[config.mk]
export PLATFORM = sky130hd
export DESIGN_NAME = tc_accumulator_flat
export DESIGN_NICKNAME = d
export VERILOG_FILES = /design/src/rtl/tc_accumulator_if.sv /design/src/rtl/tc_accumulator.sv /design/src/flat_wrapper.sv
export SDC_FILE = /design/constraint.sdc
export NUM_CORES = 2
export LEC_CHECK = 0
export ABC_AREA = 1
export CAP_MARGIN = 20
export CORE_UTILIZATION = 44
export CTS_BUF_LIST = sky130_fd_sc_hd__clkbuf_4 sky130_fd_sc_hd__clkbuf_8
export DETAILED_ROUTE_END_ITERATION = 8
export PLACE_DENSITY_LB_ADDON = 0.12
export SLEW_MARGIN = 20
export SYNTH_ARGS = -nofsm -noshare
export SYNTH_HDL_FRONTEND = slang
export SYNTH_SLANG_ARGS = --single-unit
export TNS_END_PERCENT = 10
[constraint.sdc]
create_clock -name clk -period 12.87 [get_ports clk]
set_input_delay 3.2175 -clock clk [delete_from_list [all_inputs] [get_ports clk]]
set_output_delay 3.2175 -clock clk [all_outputs]
set_load 0.02 [all_outputs]
[src/rtl/tc_accumulator_if.sv]
// ---------------------------------------------------------------------------
// tc_accumulator_if
//   Bundles the partial-tile input, the status flags and the output-tile
//   valid/ready channel of the tensor-core accumulator.
//
//   Handshake: the input side is a pulse protocol.
//     - Each cycle with in_valid=1 delivers one partial tile.
//     - There is no ready on the input side. The producer must watch stall.
//   The output side is strict valid/ready.
//     - A head tile transfers on every rising edge where out_valid and
//       out_ready are both 1.
//     - Once out_valid is raised, the head tile stays stable until it is
//       taken.
//
//   Signals
//     in_valid, in_c0..in_c3      partial tile from the tensor core
//     stall, busy, drop_err       accumulator status
//     out_valid, out_ready        output tile handshake
//     out_d0..out_d3, out_sat     head tile of the output FIFO
//
//   Modports
//     master : producer/consumer side (testbench, core + writeback)
//     slave  : the accumulator itself
// ---------------------------------------------------------------------------
interface tc_accumulator_if #(
    parameter int IN_W  = 32,
    parameter int ACC_W = 40
);
    logic             in_valid;
    logic [IN_W-1:0]  in_c0;
    logic [IN_W-1:0]  in_c1;
    logic [IN_W-1:0]  in_c2;
    logic [IN_W-1:0]  in_c3;
    logic             stall;
    logic             busy;
    logic             drop_err;
    logic             out_valid;
    logic             out_ready;
    logic [ACC_W-1:0] out_d0;
    logic [ACC_W-1:0] out_d1;
    logic [ACC_W-1:0] out_d2;
    logic [ACC_W-1:0] out_d3;
    logic             out_sat;

    modport master (
        output in_valid, in_c0, in_c1, in_c2, in_c3, out_ready,
        input  stall, busy, drop_err, out_valid,
               out_d0, out_d1, out_d2, out_d3, out_sat
    );

    modport slave (
        input  in_valid, in_c0, in_c1, in_c2, in_c3, out_ready,
        output stall, busy, drop_err, out_valid,
               out_d0, out_d1, out_d2, out_d3, out_sat
    );
endinterface

[src/rtl/tc_accumulator.sv]
// ---------------------------------------------------------------------------
// tc_accumulator
//   Sums K_STEPS consecutive 2x2 partial-product tiles from the tensor core
//   into one output tile.
//   - Each element is summed separately and saturates at 2^ACC_W-1.
//   - Completed tiles are queued in an OUT_DEPTH-entry FIFO.
//   - The FIFO drains to writeback over valid/ready.
//   - A completed tile that cannot be queued is parked in the accumulators
//     (HOLD state), and stall is raised until it can be queued.
//
//   Ports
//     clk        clock
//     rst_n      asynchronous active-low reset
//     clear      synchronous abort of the accumulation in progress
//                (the FIFO is not touched)
//     acc_if     tile input, status flags and output handshake
//                (slave modport)
//     state_dbg  current FSM state (0=IDLE, 1=ACCUM, 2=HOLD)
// ---------------------------------------------------------------------------
module tc_accumulator #(
    parameter int IN_W      = 32,
    parameter int ACC_W     = 40,
    parameter int K_STEPS   = 4,
    parameter int OUT_DEPTH = 2
) (
    input  logic               clk,
    input  logic               rst_n,
    input  logic               clear,
    tc_accumulator_if.slave    acc_if,
    output logic [1:0]         state_dbg
);

    localparam int STEP_W = (K_STEPS > 1) ? $clog2(K_STEPS) : 1;
    localparam int PTR_W  = (OUT_DEPTH > 1) ? $clog2(OUT_DEPTH) : 1;
    localparam int CNT_W  = $clog2(OUT_DEPTH + 1);

    typedef enum logic [1:0] {
        IDLE  = 2'd0,
        ACCUM = 2'd1,
        HOLD  = 2'd2
    } state_t;

    // ------------------------------------------------------------------
    // Declarations
    // ------------------------------------------------------------------
    state_t              state, state_nxt;
    logic [STEP_W-1:0]   step, step_nxt;
    logic [ACC_W-1:0]    acc      [4];
    logic [ACC_W-1:0]    acc_nxt  [4];
    logic                sat, sat_nxt;
    logic                drop_err_q;
    logic                drop_set;

    logic [IN_W-1:0]     in_c     [4];
    logic [ACC_W-1:0]    in_ext   [4];
    logic [ACC_W:0]      wide_sum [4];
    logic [ACC_W-1:0]    sum_sat  [4];
    logic [3:0]          ovf;
    logic                last_step;

    logic [ACC_W-1:0]    tile_d   [4];
    logic                tile_sat;
    logic                complete;

    logic                push, pop, space, full;
    logic [ACC_W-1:0]    push_d   [4];
    logic                push_sat;

    logic [4*ACC_W-1:0]  mem_d    [OUT_DEPTH];
    logic                mem_sat  [OUT_DEPTH];
    logic [PTR_W-1:0]    wr_ptr, rd_ptr;
    logic [CNT_W-1:0]    count;
    logic [4*ACC_W-1:0]  head;

    // ------------------------------------------------------------------
    // Per-element saturating adder
    // ------------------------------------------------------------------
    assign in_c[0] = acc_if.in_c0;
    assign in_c[1] = acc_if.in_c1;
    assign in_c[2] = acc_if.in_c2;
    assign in_c[3] = acc_if.in_c3;

    // One guard bit above ACC_W catches the carry-out. On overflow the
    // element is pinned at all-ones rather than wrapping.
    always_comb begin
        for (int i = 0; i < 4; i++) begin
            in_ext[i]   = ACC_W'(in_c[i]);
            wide_sum[i] = {1'b0, acc[i]} + {1'b0, in_ext[i]};
            ovf[i]      = wide_sum[i][ACC_W];
            sum_sat[i]  = wide_sum[i][ACC_W] ? {ACC_W{1'b1}} : wide_sum[i][ACC_W-1:0];
        end
    end

    assign last_step = (step == STEP_W'(K_STEPS - 1));

    // ------------------------------------------------------------------
    // FIFO status used by the commit decision
    // ------------------------------------------------------------------
    assign full  = (count == CNT_W'(OUT_DEPTH));
    assign pop   = acc_if.out_valid & acc_if.out_ready;
    // A pop in the same cycle frees the slot the push will use.
    assign space = !full || pop;

    // ------------------------------------------------------------------
    // FSM next-state / datapath control
    // ------------------------------------------------------------------
    always_comb begin
        state_nxt = state;
        step_nxt  = step;
        sat_nxt   = sat;
        drop_set  = 1'b0;
        complete  = 1'b0;
        tile_sat  = 1'b0;
        push      = 1'b0;
        push_sat  = 1'b0;
        for (int i = 0; i < 4; i++) begin
            acc_nxt[i] = acc[i];
            tile_d[i]  = sum_sat[i];
            push_d[i]  = '0;
        end

        if (clear) begin
            // Abort beats everything, including a same-cycle input and a
            // held tile. No error is flagged for the input lost here.
            state_nxt = IDLE;
            step_nxt  = '0;
            sat_nxt   = 1'b0;
            for (int i = 0; i < 4; i++) acc_nxt[i] = '0;
        end else begin
            unique case (state)
                IDLE: begin
                    if (acc_if.in_valid) begin
                        // The first tile loads directly and cannot overflow
                        // because ACC_W >= IN_W.
                        for (int i = 0; i < 4; i++) tile_d[i] = in_ext[i];
                        tile_sat = 1'b0;
                        if (K_STEPS == 1) begin
                            complete = 1'b1;
                        end else begin
                            for (int i = 0; i < 4; i++) acc_nxt[i] = in_ext[i];
                            step_nxt  = STEP_W'(1);
                            state_nxt = ACCUM;
                        end
                    end
                end

                ACCUM: begin
                    if (acc_if.in_valid) begin
                        tile_sat = sat | (|ovf);
                        if (last_step) begin
                            complete = 1'b1;
                        end else begin
                            for (int i = 0; i < 4; i++) acc_nxt[i] = sum_sat[i];
                            sat_nxt  = tile_sat;
                            step_nxt = step + 1'b1;
                        end
                    end
                end

                HOLD: begin
                    if (acc_if.in_valid) drop_set = 1'b1;
                    if (space) begin
                        push     = 1'b1;
                        push_sat = sat;
                        for (int i = 0; i < 4; i++) begin
                            push_d[i]  = acc[i];
                            acc_nxt[i] = '0;
                        end
                        sat_nxt   = 1'b0;
                        step_nxt  = '0;
                        state_nxt = IDLE;
                    end
                end

                default: begin
                    state_nxt = IDLE;
                end
            endcase

            // A tile just finished: queue it now if possible, else park it.
            if (complete) begin
                if (space) begin
                    push     = 1'b1;
                    push_sat = tile_sat;
                    for (int i = 0; i < 4; i++) begin
                        push_d[i]  = tile_d[i];
                        acc_nxt[i] = '0;
                    end
                    sat_nxt   = 1'b0;
                    step_nxt  = '0;
                    state_nxt = IDLE;
                end else begin
                    for (int i = 0; i < 4; i++) acc_nxt[i] = tile_d[i];
                    sat_nxt   = tile_sat;
                    state_nxt = HOLD;
                end
            end
        end
    end

    // ------------------------------------------------------------------
    // FSM / accumulator registers
    // ------------------------------------------------------------------
    always_ff @(posedge clk or negedge rst_n) begin
        if (!rst_n) begin
            state      <= IDLE;
            step       <= '0;
            sat        <= 1'b0;
            drop_err_q <= 1'b0;
            for (int i = 0; i < 4; i++) acc[i] <= '0;
        end else begin
            state <= state_nxt;
            step  <= step_nxt;
            sat   <= sat_nxt;
            for (int i = 0; i < 4; i++) acc[i] <= acc_nxt[i];
            // Sticky until reset.
            if (drop_set) drop_err_q <= 1'b1;
        end
    end

    // ------------------------------------------------------------------
    // Output FIFO
    // ------------------------------------------------------------------
    function automatic logic [PTR_W-1:0] ptr_inc(input logic [PTR_W-1:0] p);
        return (p == PTR_W'(OUT_DEPTH - 1)) ? '0 : p + 1'b1;
    endfunction

    always_ff @(posedge clk or negedge rst_n) begin
        if (!rst_n) begin
            wr_ptr <= '0;
            rd_ptr <= '0;
            count  <= '0;
        end else begin
            if (push) wr_ptr <= ptr_inc(wr_ptr);
            if (pop)  rd_ptr <= ptr_inc(rd_ptr);
            unique case ({push, pop})
                2'b10:   count <= count + 1'b1;
                2'b01:   count <= count - 1'b1;
                default: count <= count;
            endcase
        end
    end

    // Storage needs no reset: every read is masked by out_valid.
    // On push-while-full with pop, wr_ptr equals rd_ptr. The head is read
    // combinationally this cycle before the write lands, so both the push
    // and the pop are honoured.
    always_ff @(posedge clk) begin
        if (push) begin
            mem_d[wr_ptr]   <= {push_d[3], push_d[2], push_d[1], push_d[0]};
            mem_sat[wr_ptr] <= push_sat;
        end
    end

    assign head = mem_d[rd_ptr];

    // ------------------------------------------------------------------
    // Outputs
    // ------------------------------------------------------------------
    assign acc_if.out_valid = (count != '0);
    assign acc_if.out_d0    = acc_if.out_valid ? head[0*ACC_W +: ACC_W] : '0;
    assign acc_if.out_d1    = acc_if.out_valid ? head[1*ACC_W +: ACC_W] : '0;
    assign acc_if.out_d2    = acc_if.out_valid ? head[2*ACC_W +: ACC_W] : '0;
    assign acc_if.out_d3    = acc_if.out_valid ? head[3*ACC_W +: ACC_W] : '0;
    assign acc_if.out_sat   = acc_if.out_valid & mem_sat[rd_ptr];

    // stall depends on state only, so it has no combinational path from
    // in_valid.
    assign acc_if.stall    = (state == HOLD);
    assign acc_if.busy     = (step != '0) || (state == HOLD);
    assign acc_if.drop_err = drop_err_q;
    assign state_dbg       = state;

endmodule
[src/flat_wrapper.sv]
// flat-port wrapper written by rule: the top's interface ports become plain ports
module tc_accumulator_flat 
#(
    parameter int IN_W      = 32,
    parameter int ACC_W     = 40,
    parameter int K_STEPS   = 4,
    parameter int OUT_DEPTH = 2
)
  (clk, rst_n, clear, state_dbg, acc_if_in_valid, acc_if_in_c0, acc_if_in_c1, acc_if_in_c2, acc_if_in_c3, acc_if_out_ready, acc_if_stall, acc_if_busy, acc_if_drop_err, acc_if_out_valid, acc_if_out_d0, acc_if_out_d1, acc_if_out_d2, acc_if_out_d3, acc_if_out_sat);
  tc_accumulator_if #(.IN_W(IN_W), .ACC_W(ACC_W)) acc_if_i ();
  input  logic clk;
  input  logic rst_n;
  input  logic clear;
  output logic [1:0] state_dbg;
  input wire logic [$bits(acc_if_i.in_valid)-1:0] acc_if_in_valid;
  input wire logic [$bits(acc_if_i.in_c0)-1:0] acc_if_in_c0;
  input wire logic [$bits(acc_if_i.in_c1)-1:0] acc_if_in_c1;
  input wire logic [$bits(acc_if_i.in_c2)-1:0] acc_if_in_c2;
  input wire logic [$bits(acc_if_i.in_c3)-1:0] acc_if_in_c3;
  input wire logic [$bits(acc_if_i.out_ready)-1:0] acc_if_out_ready;
  output wire logic [$bits(acc_if_i.stall)-1:0] acc_if_stall;
  output wire logic [$bits(acc_if_i.busy)-1:0] acc_if_busy;
  output wire logic [$bits(acc_if_i.drop_err)-1:0] acc_if_drop_err;
  output wire logic [$bits(acc_if_i.out_valid)-1:0] acc_if_out_valid;
  output wire logic [$bits(acc_if_i.out_d0)-1:0] acc_if_out_d0;
  output wire logic [$bits(acc_if_i.out_d1)-1:0] acc_if_out_d1;
  output wire logic [$bits(acc_if_i.out_d2)-1:0] acc_if_out_d2;
  output wire logic [$bits(acc_if_i.out_d3)-1:0] acc_if_out_d3;
  output wire logic [$bits(acc_if_i.out_sat)-1:0] acc_if_out_sat;
  assign acc_if_i.in_valid = acc_if_in_valid;
  assign acc_if_i.in_c0 = acc_if_in_c0;
  assign acc_if_i.in_c1 = acc_if_in_c1;
  assign acc_if_i.in_c2 = acc_if_in_c2;
  assign acc_if_i.in_c3 = acc_if_in_c3;
  assign acc_if_i.out_ready = acc_if_out_ready;
  assign acc_if_stall = acc_if_i.stall;
  assign acc_if_busy = acc_if_i.busy;
  assign acc_if_drop_err = acc_if_i.drop_err;
  assign acc_if_out_valid = acc_if_i.out_valid;
  assign acc_if_out_d0 = acc_if_i.out_d0;
  assign acc_if_out_d1 = acc_if_i.out_d1;
  assign acc_if_out_d2 = acc_if_i.out_d2;
  assign acc_if_out_d3 = acc_if_i.out_d3;
  assign acc_if_out_sat = acc_if_i.out_sat;
  tc_accumulator #(.IN_W(IN_W), .ACC_W(ACC_W), .K_STEPS(K_STEPS), .OUT_DEPTH(OUT_DEPTH)) u_core (.clk(clk), .rst_n(rst_n), .clear(clear), .acc_if(acc_if_i), .state_dbg(state_dbg));
endmodule
After elaboration in Yosys (flattened, before gate mapping)
Memory sizes are Yosys's and may differ from the RTL's.
Index checks and enable logic that the tools add are counted.
{ "totals": {"reg_bits": 170, "mem_bits_rw": 322, "input_bits": 133, "out_inout_bits": 167, "elab_cells": 117, "mem_count": 2} }
{ "memory_table": {"columns": ["name", "depth", "width", "rd", "rd_clocked_by_memory_dff", "write_ports", "line", "text"], "rows": [
  ["u_core.mem_d", 2, 160, 1, 0, 1, "tc_accumulator.sv:69", "logic [4*ACC_W-1:0] mem_d [OUT_DEPTH];"],
  ["u_core.mem_sat", 2, 1, 1, 0, 1, "tc_accumulator.sv:70", "logic mem_sat [OUT_DEPTH];"]
]} }
{ "classes": {"n_addsub": 9, "n_eq_ne": 11, "muxes": 68, "bitwise_logic": 3, "reduce_logical": 13} }
{ "ops": {"columns": ["op", "n"], "rows": [
  ["$mux 160", 14],
  ["$pmux 160 s3", 1],
  ["$mux 40", 8],
  ["$add 40x32->41", 4],
  ["$mux 1", 29],
  ["$mux 2", 12],
  ["$pmux 2 s3", 2],
  ["$eq 2x2->1 const B", 4],
  ["$ne 4x3->1 const B", 2],
  ["$reduce_bool 2->1", 3],
  ["$reduce_and 5->1", 1],
  ["$reduce_bool 5->1", 1],
  ["$add 2x1->2 const B", 2],
  ["$eq 2x1->1 const B", 2],
  ["$ne 4x2->1 const B", 1],
  ["$ne 4x4->1 const B", 1],
  ["$pmux 2 s2", 1],
  ["$reduce_and 4->1", 1],
  ["$reduce_bool 4->1", 1],
  ["$reduce_or 4->1", 1],
  ["$ne 3x2->1 const B", 1],
  ["$reduce_and 3->1", 1],
  ["$add 1x1->1 const B", 2],
  ["$and 1x1->1", 2],
  ["6 further kinds", 7]
]} }

Longest topological paths before layout
{ "depth": {"ltp_word": 10, "depth_mapped": 19, "depth_no_buf": 19} }

Least setup slack after synthesis
No wires, ideal clock.
{ "synth_path": {"path_type": "input-to-reg", "from": "input acc_if_in_valid", "to": "memory u_core.mem_d[0][0] (netlist bit), enable pin", "arrival_time_ns": 10.467, "required_time_ns": 12.185, "setup_slack_ns": 1.718, "path_stages": 5, "path_buffers": 1, "path_cell_list": "buf_2 -> nand4_4 -> nand2_1 -> nand3_1 -> nor2_1"} }
{ "synth_via": {"elab_chain_len": 7} }
{ "synth_lines": {"columns": ["element", "line", "text"], "rows": [
  ["start: declaration", "flat_wrapper.sv:15", "input wire logic [$bits(acc_if_i.in_valid)-1:0] acc_if_in_valid;"],
  ["$mux 1", "tc_accumulator.sv:148", "if (acc_if.in_valid) begin"],
  ["$mux 1", "tc_accumulator.sv:130", "unique case (state)"],
  ["$mux 1", "tc_accumulator.sv:122", "if (clear) begin"],
  ["$mux 1", "tc_accumulator.sv:181", "if (complete) begin"],
  ["$mux 1", "tc_accumulator.sv:122", null],
  ["$mux 1", "tc_accumulator.sv:249", "if (push) begin"],
  ["$mux 1 (not written as such)", "tc_accumulator.sv:250", "mem_d[wr_ptr] <= {push_d[3], push_d[2], push_d[1], push_d[0]};"],
  ["end: declaration", "tc_accumulator.sv:69", null]
]} }
Every way passes these cells. The select of a mux whose other input is x is not followed.

Worst setup path in the final report
{ "layout_path": {"from": "register u_core.rd_ptr", "to": "output acc_if_out_d2[32]"} }
{ "layout_via": {"elab_chain_len": 2} }
{ "layout_lines": {"columns": ["element", "line", "text"], "rows": [
  ["start: declaration", "tc_accumulator.sv:71", "logic [PTR_W-1:0] wr_ptr, rd_ptr;"],
  ["start signal: assignment", "tc_accumulator.sv:235", "if (pop) rd_ptr <= ptr_inc(rd_ptr);"],
  ["$mem_v2 2x160", null, null],
  ["$mux 40", "tc_accumulator.sv:263", "assign acc_if.out_d2 = acc_if.out_valid ? head[2*ACC_W +: ACC_W] : '0;"],
  ["end: declaration", "flat_wrapper.sv:27", "output wire logic [$bits(acc_if_i.out_d2)-1:0] acc_if_out_d2;"]
]} }
Every way passes these cells.

==> impl_metrics.ini <==
[timing]
setup_viol = 0
period_minus_slack_ns = 7.70
fin_skew_ns = 0.0330
maxSlewViolCount = 0
hold_viol = 0
tns_ns = 0
slew_headroom_pct = 28.0
period_share_pct = 59.8
tightest_slew_ns = 1.08
rsz0062_at_grt = no
holdWs_ns = 0.513
max_freq_mhz = 130

[placed_design]
port_buffers = 299
dpl-instance-area_sq_um = 41600
place.gp.congestion = 0.912
place_hpwl_microns = 83300

[die]
initial_utilization_pct = 44.5
die_x_microns = 296
dieArea_sq_um = 87400
die_y_microns = 296
core_area_sq_um = 85300
io_pins = 300
row_count = 107

[synthesis]
synthFlopType = edfxtp_1
async_reset_ff_share_pct = 34.6
synthCells = 5969
syn-cell-area_sq_um = 37900
synth_edf_count = 322
synth_cell_types = 51
synth_common_cells = 2811 x nand2_1, 592 x inv_1, 556 x nor2_1, 408 x a21oi_1, 322 x edfxtp_1
ys_warn_count = 0
avgSynthCellArea_sq_um = 6.35
synth.top_cell.area_share_pct = 27.8
synth_largest_area_cell = nand2_1
syn-num-nets = 6239
yosys-top-cells-area = nand2_1 28%, edfxtp_1 26%, dfrtp_1 11%
ys_seq_area_share_pct = 36.7
ys_ff_latch = 492
yosysMostFrequentCell = nand2_1

[drt]
final_antenna_net_count = 0
drtIter0Drc = 2558
firstDrtPassIters = 6
vias = 37200
drc = 0
avgViaCountPerCell = 5.06
drt-total-wl_microns = 121000
wl_per_cell_microns = 16.4

[cells_and_area]
fin_area_sq_um = 43500
nets = 6401
multiInputGateArea_sq_um = 20700
regArea_sq_um = 13900
fill_cells = 8804
area_growth_pct = 14.6
drive_above_1_share_pct = 4.97

[critical_path]
critical_path_class = reg2out
critPathRequiredTime_ns = 9.65
arrival_ns = 4.48
start_kind = flop
cp_max_fo = 87
cp-end-kind = primary output

[global_route]
grt_max_degree = 255
track_usage_pct = 27.6
grt_pass1_wl_microns = 192000
antenna_found_initial = 3
grt_pass1_vias = 35300
gr-total-overflow = 0

[clocking]
cts_root_buffer = clkbuf_8
htree_levels = 3
clk_latency_ns = 0.70
postCtsSetupRepairBufs = 0
cts_sinks = 492
cts_hold_buf = 0
path_clk_slew_ns = 0.06
cts_made_buffers = 85
cts_tree = done
cts_buffer_depth = 3
cts_resized = 0

[run_status]
status = complete, no violations

[min_path]
hp-class = reg2reg

[pwr]
p_per_area_nw_per_um2 = 176
worst_ir_drop_vdd_v = 0.000132
p_leak_nw = 20.5

[flow_run]
max_cap_violations = 0
[cell families after synthesis]
kind of cell               after synthesis  synth area share [%]
AOI/OAI and AO/OA                      690                  9.52
and+or+nand+nor                       3736                  39.0
buffers and inverters                  858                  8.92
adders and majority gates              137                  4.60
xor gates and xnor gates                56                  1.29
DFF                                    492                  36.7
[critical path: stages, from the launching register on]
cell and delay (ns):
dfrtp_4 0.68, buf_16 0.28, inv_6 0.56, buf_4 0.84, nand2_1 0.10, a21oi_1 0.54, clkdlybuf4s50_1 0.73
[final cells by class]
type,instances,area share (%)
inverters,604,5.26
diodes,4,0.0230
repair buffers,329,7.64
clock inverters,28,0.501
multi-input cells,4619,47.6
clock buffers,131,3.65
flip-flops and latches,492,32.1
well taps,1144,3.29
[through the flow]
step           power, mW  cells  utilization, %  worst slack (ns)
6_report            7.66   7351            50.9              5.17
5_1_grt             8.26   7350            50.9              4.88
4_1_cts             7.71   7344            50.8              5.02
3_5_place_dp        6.15   7185            48.7              4.64
3_3_place_gp        6.14   7185            48.7              4.77
2_1_floorplan       4.63   5969               -              1.72
[power breakdown]
group | internal [mW] | switching [mW] | total [mW]
logic | 1.49 | 2.71 | 4.20
clock network | 0.845 | 0.678 | 1.52
registers | 1.79 | 0.145 | 1.93
[worst paths after layout]
| kind | startpoint | end | slack [ns] | depth (start not counted) |
|---|---|---|---|---|
| setup / recovery | u_core.rd_ptr$_DFFE_PN0P_ | acc_if_out_d2[32] | 5.17 | 6 |
| hold / removal | u_core.acc[108]$_DFFE_PN0P_ | u_core.acc[108]$_DFFE_PN0P_ | 0.51 | 2 |
| setup reg to reg | u_core.state_dbg[1]$_DFFE_PN0P_ | u_core.acc[136]$_DFFE_PN0P_ | 7.87 | 15 |
| hold reg to reg | u_core.acc[108]$_DFFE_PN0P_ | u_core.acc[108]$_DFFE_PN0P_ | 0.51 | 2 |
| max in group asynchronous | rst_n | u_core.acc[138]$_DFFE_PN0P_ | 8.98 | 2 |
| min in group asynchronous | rst_n | u_core.acc[51]$_DFFE_PN0P_ | 2.47 | 1 |
[flip-flops by register name (all words and copies together) (netlist names)]
name,count
u_core.mem_d,320
u_core.sat,1
u_core.acc_if.drop_err,1
u_core.acc,160
u_core.rd_ptr,1
u_core.state_dbg,2
u_core.step,2
u_core.mem_sat,2
u_core.count,2
u_core.wr_ptr,1
[routing by layer]
metal  up-vias  GRT usage [%]  wire length [microns]
li1      19100              -                      -
met1     17100           36.8                  55400
met2       897           46.2                  55600
met3       159           3.68                   6460
met4         0           8.88                   3180
met5         -              0                      0
[layout by cell type (no fill, tap or decap), drive strengths merged, types with 47 or more instances in the layout]
| master | count |
|---|---|
| a21oi | 416 |
| clkbuf | 132 |
| clkdlybuf4s50 | 297 |
| dfrtp | 170 |
| edfxtp | 322 |
| ha | 133 |
| inv | 606 |
| nand2 | 2833 |
| nand3 | 194 |
| nand4 | 47 |
| nor2 | 605 |
| o21ai | 248 |
| xor2 | 55 |
Power figures use the tool's default switching activity.
